[config.mk]
export PLATFORM = sky130hd
export DESIGN_NAME = keypad_digit_capture
export DESIGN_NICKNAME = d
export VERILOG_FILES = /design/src/rtl/keypad_pkg.sv /design/src/rtl/sync_2ff.sv /design/src/rtl/keypad_digit_capture.sv
export SDC_FILE = /design/constraint.sdc
export NUM_CORES = 1
export LEC_CHECK = 0
export ABC_AREA = 1
export CAP_MARGIN = 20
export CORE_MARGIN = 2
export CORE_UTILIZATION = 55
export CTS_CLUSTER_DIAMETER = 40
export DETAILED_ROUTE_END_ITERATION = 10
export DONT_BUFFER_PORTS = 1
export PLACE_DENSITY_LB_ADDON = 0.25
export SLEW_MARGIN = 0
export SYNTH_ARGS = -nofsm -noshare
export SYNTH_HDL_FRONTEND = slang
export SYNTH_HIERARCHICAL = 1
export SYNTH_SLANG_ARGS = --single-unit
[constraint.sdc]
create_clock -name clk -period 1.3 [get_ports clk]
set_input_delay 0.26 -clock clk [delete_from_list [all_inputs] [get_ports clk]]
set_output_delay 0.26 -clock clk [all_outputs]
set_load 0.01 [all_outputs]
[src/rtl/keypad_pkg.sv]
// Shared types and constants for the keypad digit capture path.
package keypad_pkg;

  typedef enum logic [1:0] {
    IDLE,
    DB_PRESS,
    PRESSED,
    DB_REL
  } state_t;

  localparam logic [3:0] NO_KEY    = 4'd0;
  localparam logic [3:0] MAX_DIGIT = 4'd9;
  localparam logic [3:0] Y_IDLE_N  = 4'b1111;

  // Codes 10..15 can only come from a bad encoder state, so they read as no key.
  function automatic logic is_key(input logic [3:0] code);
    return (code != NO_KEY) && (code <= MAX_DIGIT);
  endfunction

endpackage

[src/rtl/sync_2ff.sv]
// Two-flop synchronizer for a bus whose bits are treated as independent levels.
module sync_2ff #(
  parameter int               WIDTH     = 4,
  parameter logic [WIDTH-1:0] RESET_VAL = {WIDTH{1'b1}}
) (
  input  logic             clk,
  input  logic             rst_n,
  input  logic [WIDTH-1:0] d,
  output logic [WIDTH-1:0] q
);

  logic [WIDTH-1:0] meta;

  always_ff @(posedge clk or negedge rst_n) begin
    if (!rst_n) begin
      meta <= RESET_VAL;
      q    <= RESET_VAL;
    end else begin
      meta <= d;
      q    <= meta;
    end
  end

endmodule

[src/rtl/keypad_digit_capture.sv]
// Debounces the encoder's key code, accepts each press once and shifts the
// accepted digit into a BCD entry buffer.
module keypad_digit_capture
  import keypad_pkg::*;
#(
  parameter int DB_CYCLES = 4,
  parameter int DEPTH     = 4
) (
  input  logic                       clk,
  input  logic                       rst_n,
  input  logic [3:0]                 Y_n,
  input  logic                       clr,
  output logic                       digit_valid,
  output logic [3:0]                 digit,
  output logic [4*DEPTH-1:0]         digits,
  output logic [$clog2(DEPTH+1)-1:0] count,
  output logic                       full,
  output logic                       ovf
);

  localparam int CNT_W   = $clog2(DB_CYCLES + 1);
  localparam int COUNT_W = $clog2(DEPTH + 1);

  localparam logic [CNT_W-1:0]   CNT_ONE   = CNT_W'(1);
  localparam logic [CNT_W-1:0]   CNT_LAST  = CNT_W'(DB_CYCLES - 1);
  localparam logic [COUNT_W-1:0] COUNT_MAX = COUNT_W'(DEPTH);

  state_t           state;
  logic [CNT_W-1:0] cnt;
  logic [3:0]       cand;
  logic [3:0]       y_sync;
  logic [3:0]       code;
  logic             key_valid;
  logic             push;
  logic [3:0]       push_val;
  logic [4*DEPTH-1:0] shifted;

  sync_2ff #(
    .WIDTH    (4),
    .RESET_VAL(Y_IDLE_N)
  ) u_sync (
    .clk  (clk),
    .rst_n(rst_n),
    .d    (Y_n),
    .q    (y_sync)
  );

  assign code      = ~y_sync;
  assign key_valid = is_key(code);
  assign full      = (count == COUNT_MAX);

  // With a single-cycle debounce the IDLE edge itself accepts the key, so the
  // pushed value must come straight from the code rather than the latched cand.
  always_comb begin
    push     = 1'b0;
    push_val = cand;
    case (state)
      IDLE: begin
        if (key_valid && (DB_CYCLES == 1)) begin
          push     = 1'b1;
          push_val = code;
        end
      end
      DB_PRESS: begin
        if ((code == cand) && (cnt == CNT_LAST)) begin
          push = 1'b1;
        end
      end
      default: ;
    endcase
  end

  generate
    if (DEPTH == 1) begin : g_single
      assign shifted = push_val;
    end else begin : g_shift
      assign shifted = {digits[4*DEPTH-5:0], push_val};
    end
  endgenerate

  always_ff @(posedge clk or negedge rst_n) begin
    if (!rst_n) begin
      state       <= IDLE;
      cnt         <= '0;
      cand        <= NO_KEY;
      digit_valid <= 1'b0;
      digit       <= 4'd0;
      digits      <= '0;
      count       <= '0;
      ovf         <= 1'b0;
    end else begin
      digit_valid <= push;
      if (push) begin
        digit <= push_val;
      end

      // clr overrides a coincident push for the buffer but not for digit/digit_valid.
      if (clr) begin
        digits <= '0;
        count  <= '0;
        ovf    <= 1'b0;
      end else if (push) begin
        digits <= shifted;
        if (count == COUNT_MAX) begin
          ovf <= 1'b1;
        end else begin
          count <= count + COUNT_W'(1);
        end
      end

      case (state)
        IDLE: begin
          if (key_valid) begin
            cand  <= code;
            cnt   <= CNT_ONE;
            state <= push ? PRESSED : DB_PRESS;
          end
        end
        DB_PRESS: begin
          if (code == cand) begin
            if (cnt == CNT_LAST) begin
              state <= PRESSED;
            end else begin
              cnt <= cnt + CNT_W'(1);
            end
          end else begin
            state <= IDLE;
          end
        end
        PRESSED: begin
          if (!key_valid) begin
            if (DB_CYCLES == 1) begin
              state <= IDLE;
            end else begin
              cnt   <= CNT_ONE;
              state <= DB_REL;
            end
          end
        end
        DB_REL: begin
          if (key_valid) begin
            state <= PRESSED;
          end else if (cnt == CNT_LAST) begin
            state <= IDLE;
          end else begin
            cnt <= cnt + CNT_W'(1);
          end
        end
        default: state <= IDLE;
      endcase
    end
  end

endmodule
Yosys cells after proc, flatten, opt, wreduce, memory -nomap -nowiden
Cells that the tools add are included.

Reduce and logical (&&, ||, !) cells: 11. Equality and inequality tests: 13. Order comparisons: 1. Bitwise operators: 1. Add/subtract/negate cells: 2. Multiplexer cells: 24.

Operators with widths (count): 2-to-1 mux 16 bit (2); 2-to-1 mux 3 bit (8); 2-to-1 mux 2 bit (7); one-hot mux 3 bit (4 select lines) (1); inequality test 2 bit, second input constant (5); one-hot mux 2 bit (4 select lines) (1); AND reduction 4 bit (2); adder 3 x 1 -> 3 bit, second input constant (2); inequality test 3 bit, second input constant (2); AND reduction 2 bit (3); 2-to-1 mux 1 bit (5); equality test 2 bit, second input constant (2); equality test 4 bit (1); less-or-equal comparator 4 bit, second input constant (1); inverter 4 bit (1); nonzero test 2 bit (2); nonzero test 4 bit (1); equality test 3 x 2 -> 1 bit, second input constant (1); equality test 3 bit, second input constant (1); equality test 2 x 1 -> 1 bit, second input constant (1); logical AND 1 bit (2); zero test 2 bit (1).

Word-level logic and storage cells: 62. Output and inout bits: 26. Input port bits: 7. Register bits after elaboration: 42.

Logic depth before layout (Yosys ltp)
Gate-level depths: netlist (run 1).

Word-level depth: 8. Gate-level depth with buffers: 10. Depth with buffers taken out: 9.

Modules after synthesis
Netlist (run 1), hierarchy kept.

Modules (own cells, without submodules): keypad_digit_capture (area each 1661.6 µm², instances 1, sequential area each 850.8 µm², cells an instance 203); sync_2ff (area each 210.2 µm², instances 1, sequential area each 210.2 µm², cells an instance 8).

Worst setup path after synthesis (run 1)
No wires, ideal clock.

Path kind: flip-flop to flip-flop. Start point: register u_sync.q[1]. End point: register count[2]. Path buffers: 1. Data required time: 1.183 ns. Arrival time: 1.328 ns. Library setup time: 0.117 ns. Cell stages (with the launch flop): 11. Path slack: -0.145 ns. Clock period less this slack: 1.445 ns. Cell sequence: dfstp_2 inv_2 nand2_1 nand2_2 nor2_4 nand4_2 buf_6 nand2_4 nand2_1 nand2_1 nand2_1.

Cells in the longest elaborated chain, start to end: 7.

RTL lines: from (decl) (line sync_2ff.sv:9) `output logic [WIDTH-1:0] q`; from (signal assigned) (line sync_2ff.sv:20) `q <= meta;`; inverter 4 bit (line keypad_digit_capture.sv:48) `assign code = ~y_sync;`; equality test 4 bit (line keypad_digit_capture.sv:65) `if ((code == cand) && (cnt == CNT_LAST)) begin`; logical AND 1 bit (line keypad_digit_capture.sv:65); 2-to-1 mux 1 bit (line keypad_digit_capture.sv:65); 2-to-1 mux 1 bit (line keypad_digit_capture.sv:57) `case (state)`; nonzero test 2 bit (no source line); AND reduction 2 bit (no source line); to (signal assigned) (line keypad_digit_capture.sv:107) `count <= count + COUNT_W'(1);`; to (decl) (line keypad_digit_capture.sv:16) `output logic [$clog2(DEPTH+1)-1:0] count,`.

Every way passes these cells. A chain may end at the register's enable or synchronous reset.

Worst setup path in the final report (run 1)
Start point: register u_sync.q[2]. End point: register digits[4].

Cells in the longest elaborated chain, start to end: 6.

RTL lines: inverter 4 bit (line keypad_digit_capture.sv:48); equality test 4 bit (line keypad_digit_capture.sv:65); logical AND 1 bit (line keypad_digit_capture.sv:65); 2-to-1 mux 1 bit (line keypad_digit_capture.sv:65); 2-to-1 mux 1 bit (line keypad_digit_capture.sv:57); nonzero test 2 bit (no source line); to (signal assigned) (line keypad_digit_capture.sv:103) `digits <= shifted;`; to (decl) (line keypad_digit_capture.sv:15) `output logic [4*DEPTH-1:0] digits,`.

Every way passes these cells.

==> impl_metrics.json, run 1 <==
{
  "wirelength_routed_um": 4244,
  "timing.final.hold_violations": 0,
  "setup_tns_ns": -6.700,
  "setup_violations": 35,
  "status": "finished with violations",
  "postSynth.topFlopCell": "dfrtp_1",
  "die-area_sq_um": 3886,
  "critical_path.reg2reg.startpoint": "u_sync/q[2]",
  "detailedPlace.worstSlack_ns": -0.2858,
  "synth_top_cells_by_area": "dfrtp_1, nand2_1, dfstp_2",
  "global_route_wire_length_before_repair_um": 6879,
  "synth_area_sq_um": 1872,
  "fillCellCount": 246,
  "tritoncts.num_buffers": 5,
  "worst_hold_path_type": "in2reg",
  "final-instance-count-excl-fill": 294,
  "placed_cells": 272,
  "antenna_left": 0,
  "timing.critical_path.from_type": "flip-flop",
  "critical_path_fanout_max": 8,
  "grt_pass1_vias": 1541,
  "drt-vias-per-instance": 5.272,
  "synth.lib_cells_used.distinct": 25,
  "worst-r2r-cell-count": 8,
  "capturing_element_type_of_the_critical_path": "flip-flop",
  "crit_start": "u_sync/q[2]",
  "finalNetCount": 258,
  "path_class": "reg2reg",
  "final_util_pct": 73.58,
  "netlist.top_cell.by_area": "dfrtp_1",
  "cellPowerDensity_nw_per_um2": 1466,
  "die_w_um": 62.34,
  "clock-skew-final_ns": 0.01025,
  "cts.path.max_buffers": 2,
  "drt_first_iter_violations": 97,
  "yosysTopAreaCellShare_pct": 45.45,
  "netlist_instances": 211,
  "floorplan.initialDensity_pct": 56.54,
  "firstDrtPassIters": 4,
  "worst-slew-pin-transition_ns": 0.2899,
  "synth_seq_cells": 42,
  "die_height_um": 62.34,
  "clock-root-buffer": "clkbuf_4",
  "critical_r2r_capture": "digits[4]",
  "static-leakage-power_nw": 1.236,
  "async_flop_share_pct": 100.0,
  "numPortBuffers": 0,
  "yosysWarningCount": 6,
  "cts_tree": "done",
  "clock_transition_at_the_register_clock_pins_on_the_worst_setup_and_hold_paths_after_cts_ns": 0.12,
  "unrepaired_setup_endpoints_after_global_routing": "yes",
  "max_freq_mhz": 635.3,
  "global_route.usage.total_pct": 22.76,
  "core_sq_um": 3311,
  "detailed_route_wire_length_per_cell_um": 14.44,
  "capture_point_of_the_worst_path": "digits[4]",
  "grt_max_degree": 43,
  "sequential_cell_area_fraction_in_the_yosys_report_pct": 56.68,
  "fp_rows": 21,
  "synthesis.area_per_instance_sq_um": 8.871,
  "timing.reg2reg.setup_slack_ns": -0.27,
  "final_design_area_no_fill_sq_um": 2436,
  "cap_viol_max_count": 0,
  "global_route.overflow_total": 0,
  "n_antenna_cell": 0,
  "setup_slack_ns": -0.2741,
  "failed_checks": "setup timing",
  "remaining_drc_errors": 0,
  "min_period_over_period_pct": 121.1,
  "period_needed_ns": 1.574,
  "vdd_ir_drop_max_uv": 1085,
  "max_slew_margin_pct": 80.66,
  "number_of_enable_flip_flop_cells_after_synthesis": 0,
  "finalWeightedCongestion": 0.7616,
  "worst_skew_pair.late_latency_ns": 0.36,
  "synth_fp_nets": 222,
  "area_growth_syn_to_layout_pct": 30.15,
  "number_of_vias_in_the_routed_layout": 1550,
  "final_layout_size_suffix_gt1_share_pct": 34.68,
  "yosys-top-cells-count": "nand2_1, dfrtp_1, inv_1, nand3_1, o21ai_1",
  "crit_required_ns": 1.57,
  "grt_antenna_before_repair": 0,
  "num_io_pins": 33,
  "dp.final_hpwl_um": 2685,
  "cts.sinks": 42,
  "htreeDepth": 2,
  "dpl_cell_area_sq_um": 2066,
  "timing.final.max_slew_violations": 0,
  "worst-endpoint-arrival_ns": 1.84,
  "synthMostInstantiatedCell": "nand2_1"
}
[worst min-delay path by stage]
stage,start,endpoint,slack (ns),cells past startpoint
final,clr,digits[14],0.03,3
after global routing,clr,digits[14],0.03,3
after CTS,clr,digits[15],0.04,3
after detailed placement,rst_n,ovf,-0.03,0
after global placement,rst_n,digit_valid,-0.03,0
after floorplan,rst_n,cand[0],-0.04,0
[cell type report]
type	count	area (sq um)	share of cell area (%)
Sequential cell	42	1061	43.55
Timing Repair Buffer	35	345.3	14.18
Clock inverter	1	30.03	1.233
Inverter	28	105.1	4.314
Multi-Input combinational cell	135	792.0	32.51
Clock buffer	7	45.04	1.849
Tap cell	46	57.56	2.363
[through the flow]
step | power, mW | hold slack (ns)
2_1_floorplan | 2.154 | -0.03559
3_3_place_gp | 2.490 | -0.03481
3_5_place_dp | 2.559 | -0.03478
4_1_cts | 3.501 | 0.04284
5_1_grt | 3.804 | 0.02589
6_report | 3.572 | 0.03393
[what timing repair did]
item	in CTS	in global routing
cloned	0	2
pin swaps	2	0
hold endpoints to repair	48	0
hold buffers	7	0
buffers inserted	5	0
endpoints found under the setup margin	35	35
resized for setup	10	26
[registers in the layout, indices dropped and copies added (netlist names)]
register     cells
digit            4
u_sync/meta      4
ovf              1
digit_valid      1
cand             4
digits          16
u_sync/q         4
state            2
count            3
cnt              3
[power breakdown]
group,switching [mW],internal [mW]
Combinational,0.625,0.499
Clock,0.415,0.408
Sequential,0.145,1.48
Total,1.19,2.39
[cells by family after synthesis]
group           synth area share (%)
simple gates                   25.53
buf+inv                        7.820
xor+xnor                      0.9360
fa+ha+maj                      2.674
flops                          56.68
compound gates                 6.350
[cells in the final DEF, fill, tap and decap left out]
| master | synthesis | final |
|---|---|---|
| nand2_1 | 68 | 54 |
| dfrtp_1 | 34 | 34 |
| buf_4 | 0 | 23 |
| inv_1 | 21 | 18 |
| o21ai_1 | 15 | 14 |
| nand2_2 | 1 | 11 |
| nand3_1 | 16 | 11 |
| inv_2 | 6 | 9 |
| dfstp_2 | 8 | 8 |
| nor2_1 | 8 | 7 |
| nand3_2 | 1 | 6 |
| nand4_1 | 6 | 6 |
| dlygate4sd3_1 | 0 | 6 |
| clkbuf_4 | 0 | 5 |
| nor2_4 | 2 | 4 |
| nand2_4 | 1 | 4 |
| o21ai_0 | 6 | 4 |
| o21ai_2 | 0 | 3 |
| ha_1 | 4 | 3 |
| a21oi_2 | 1 | 2 |
| clkbuf_1 | 1 | 2 |
| clkbuf_16 | 0 | 2 |
| buf_12 | 0 | 2 |
| buf_6 | 2 | 2 |
| xnor2_1 | 1 | 1 |
| nor2_2 | 2 | 1 |
| clkinv_1 | 1 | 1 |
| nand4_4 | 0 | 1 |
| nand2_8 | 0 | 1 |
| xor2_1 | 1 | 1 |
| ha_2 | 0 | 1 |
| bufinv_16 | 0 | 1 |
[routing by layer]
layer  track usage [%]  part of all wire (%)  wire (um)
met1             23.54                    37       1578
met2             42.12                    55       2337
met3             7.790                   5.6        237
met4             8.889                   2.1         91
met5                 0                     0          0
[worst max-delay path, stage by stage (launching register included)]
cell and delay [ns]:
dfstp_2 0.59, inv_2 0.04, nand2_2 0.05, nand2_2 0.07
nor2_4 0.14, nand4_4 0.18, buf_12 0.20, o21ai_1 0.18
inv_2 0.04
Power figures use the tool's default switching activity.
==> run 2: changes to the inputs <==
CORE_UTILIZATION = 61   (was 55)
clock period = 1.8 ns   (was 1.3 ns; I/O delays follow)
==> impl_metrics.json, run 2 (synthesized netlist as in run 1, its figures left out) <==
{
  "status": "completed",
  "cellPowerDensity_nw_per_um2": 1045,
  "fp_rows": 20,
  "min_period_over_period_pct": 92.91,
  "num_io_pins": 33,
  "clock-skew-final_ns": 0.02114,
  "worst_skew_pair.late_latency_ns": 0.35,
  "max_freq_mhz": 597.9,
  "clock-root-buffer": "clkbuf_4",
  "core_sq_um": 2978,
  "mostFrequentLayoutCell": "nand2_1",
  "grt_antenna_before_repair": 0,
  "setup_violations": 0,
  "final_cell_mix": "nand2_1, dfrtp_1, inv_1, nand3_1, o21ai_1",
  "firstDrtPassIters": 4,
  "setup_tns_ns": 0,
  "worst_hold_path_type": "in2reg",
  "crit_required_ns": 1.44,
  "final_util_pct": 68.19,
  "cap_viol_max_count": 0,
  "cts_tree": "done",
  "finalWeightedCongestion": 0.7977,
  "grt_pass1_vias": 1360,
  "critical_path_fanout_max": 4,
  "number_of_vias_in_the_routed_layout": 1381,
  "antenna_left": 0,
  "die_w_um": 59.40,
  "dominant_delay_contributor_by_cell_family_on_the_critical_path": "flip-flops",
  "floorplan.initialDensity_pct": 62.86,
  "capturing_element_type_of_the_critical_path": "output port",
  "timing.final.hold_violations": 0,
  "global_route_wire_length_before_repair_um": 5513,
  "path_common_cell": "inv_1",
  "unrepaired_setup_endpoints_after_global_routing": "no",
  "global_route.overflow_total": 0,
  "area_growth_syn_to_layout_pct": 8.489,
  "final_layout_size_suffix_gt1_share_pct": 15.38,
  "critical_path.reg2reg.startpoint": "u_sync/q[2]",
  "post_cts.repair.setup_buffers": 0,
  "cts.sinks": 42,
  "n_antenna_cell": 0,
  "crit_start": "count[0]",
  "finalNetCount": 231,
  "detailed_route_wire_length_per_cell_um": 12.76,
  "crit_slowest_cell": "dfrtp_2",
  "worst-slew-pin-transition_ns": 0.5049,
  "largest-register": "digits",
  "clock_transition_at_the_register_clock_pins_on_the_worst_setup_and_hold_paths_after_cts_ns": 0.12,
  "die-area_sq_um": 3528,
  "remaining_drc_errors": 0,
  "max_slew_margin_pct": 66.13,
  "crit_path_max_incr_delay_ns": 0.46,
  "vdd_ir_drop_max_uv": 584.3,
  "global_route.usage.total_pct": 20.82,
  "largest_reg_flops": 16,
  "worst-endpoint-arrival_ns": 1.31,
  "numPortBuffers": 0,
  "wirelength_routed_um": 3240,
  "drt_first_iter_violations": 47,
  "path_class": "reg2out",
  "dp.final_hpwl_um": 2310,
  "timing.final.max_slew_violations": 0,
  "crit_buf_inv": 2,
  "htreeDepth": 2,
  "die_height_um": 59.40,
  "timing.critical_path.from_type": "flip-flop",
  "worst_min_path_start": "clr",
  "tritoncts.num_buffers": 5,
  "drt-vias-per-instance": 5.437,
  "grt_max_degree": 43,
  "static-leakage-power_nw": 1.059,
  "cts.path.max_buffers": 2,
  "period_needed_ns": 1.672,
  "timing.critical_path.cells": "inv_1 -> ha_1 -> nand2_1 -> inv_1"
}
[run 2: path summary, 6_finish.rpt]
path	to	slack, ns	depth (start not counted)
max	full	0.13	4
min	ovf	0.05	1
max reg2reg	count[0]	0.15	10
min reg2reg	u_sync/q[0]	0.36	0
max in group asynchronous	u_sync/q[0]	1.05	2
min in group asynchronous	digit_valid	0.45	2
[run 2: layer usage]
| metal | vias to the layer above | part of all wire [%] | track usage, % |
|---|---|---|---|
| li1 | 683 | - | - |
| met5 | - | 0 | 0 |
| met4 | 0 | 1.6 | 7.468 |
| met3 | 6 | 4.8 | 7.205 |
| met1 | 661 | 41 | 23.17 |
| met2 | 31 | 52 | 36.58 |
[run 2: layout make-up]
| cell class | instances | area [sq um] |
|---|---|---|
| clock buffers | 7 | 55.05 |
| flip-flops and latches | 42 | 1062 |
| inverters | 28 | 105.1 |
| repair buffers | 8 | 97.59 |
| multi-input cells | 135 | 664.4 |
| well taps | 33 | 41.29 |
| fillers | 247 | 947.2 |
| clock inverters | 1 | 5.005 |
[run 2: where the power goes]
part           internal, mW  total (mW)  switching [mW]  leakage, nW
clock network         0.189       0.467           0.277       0.0353
logic                 0.161       0.462           0.301        0.480
registers              1.07        1.19           0.124        0.544
total                  1.42        2.12           0.702         1.06
[run 2: per-stage QoR]
step           worst slack, ns  instances  hold slack (ns)  power (mW)  cell area (sq um)
2_1_floorplan           0.3550        211          0.06441       1.546               1872
3_3_place_gp            0.2492        240          0.06516       1.614               1899
3_5_place_dp            0.1694        240          0.06521       1.643               1899
4_1_cts                0.07264        254          0.03418       2.151               2029
5_1_grt                0.03697        254          0.01424       2.282               2031
6_report                0.1276        254          0.04762       2.122               2031
[run 2: timing repair]
item	in CTS	in global routing
gates resized for setup	0	1
hold buffers	6	0
setup endpoints to repair	0	1
hold endpoints to repair	46	0
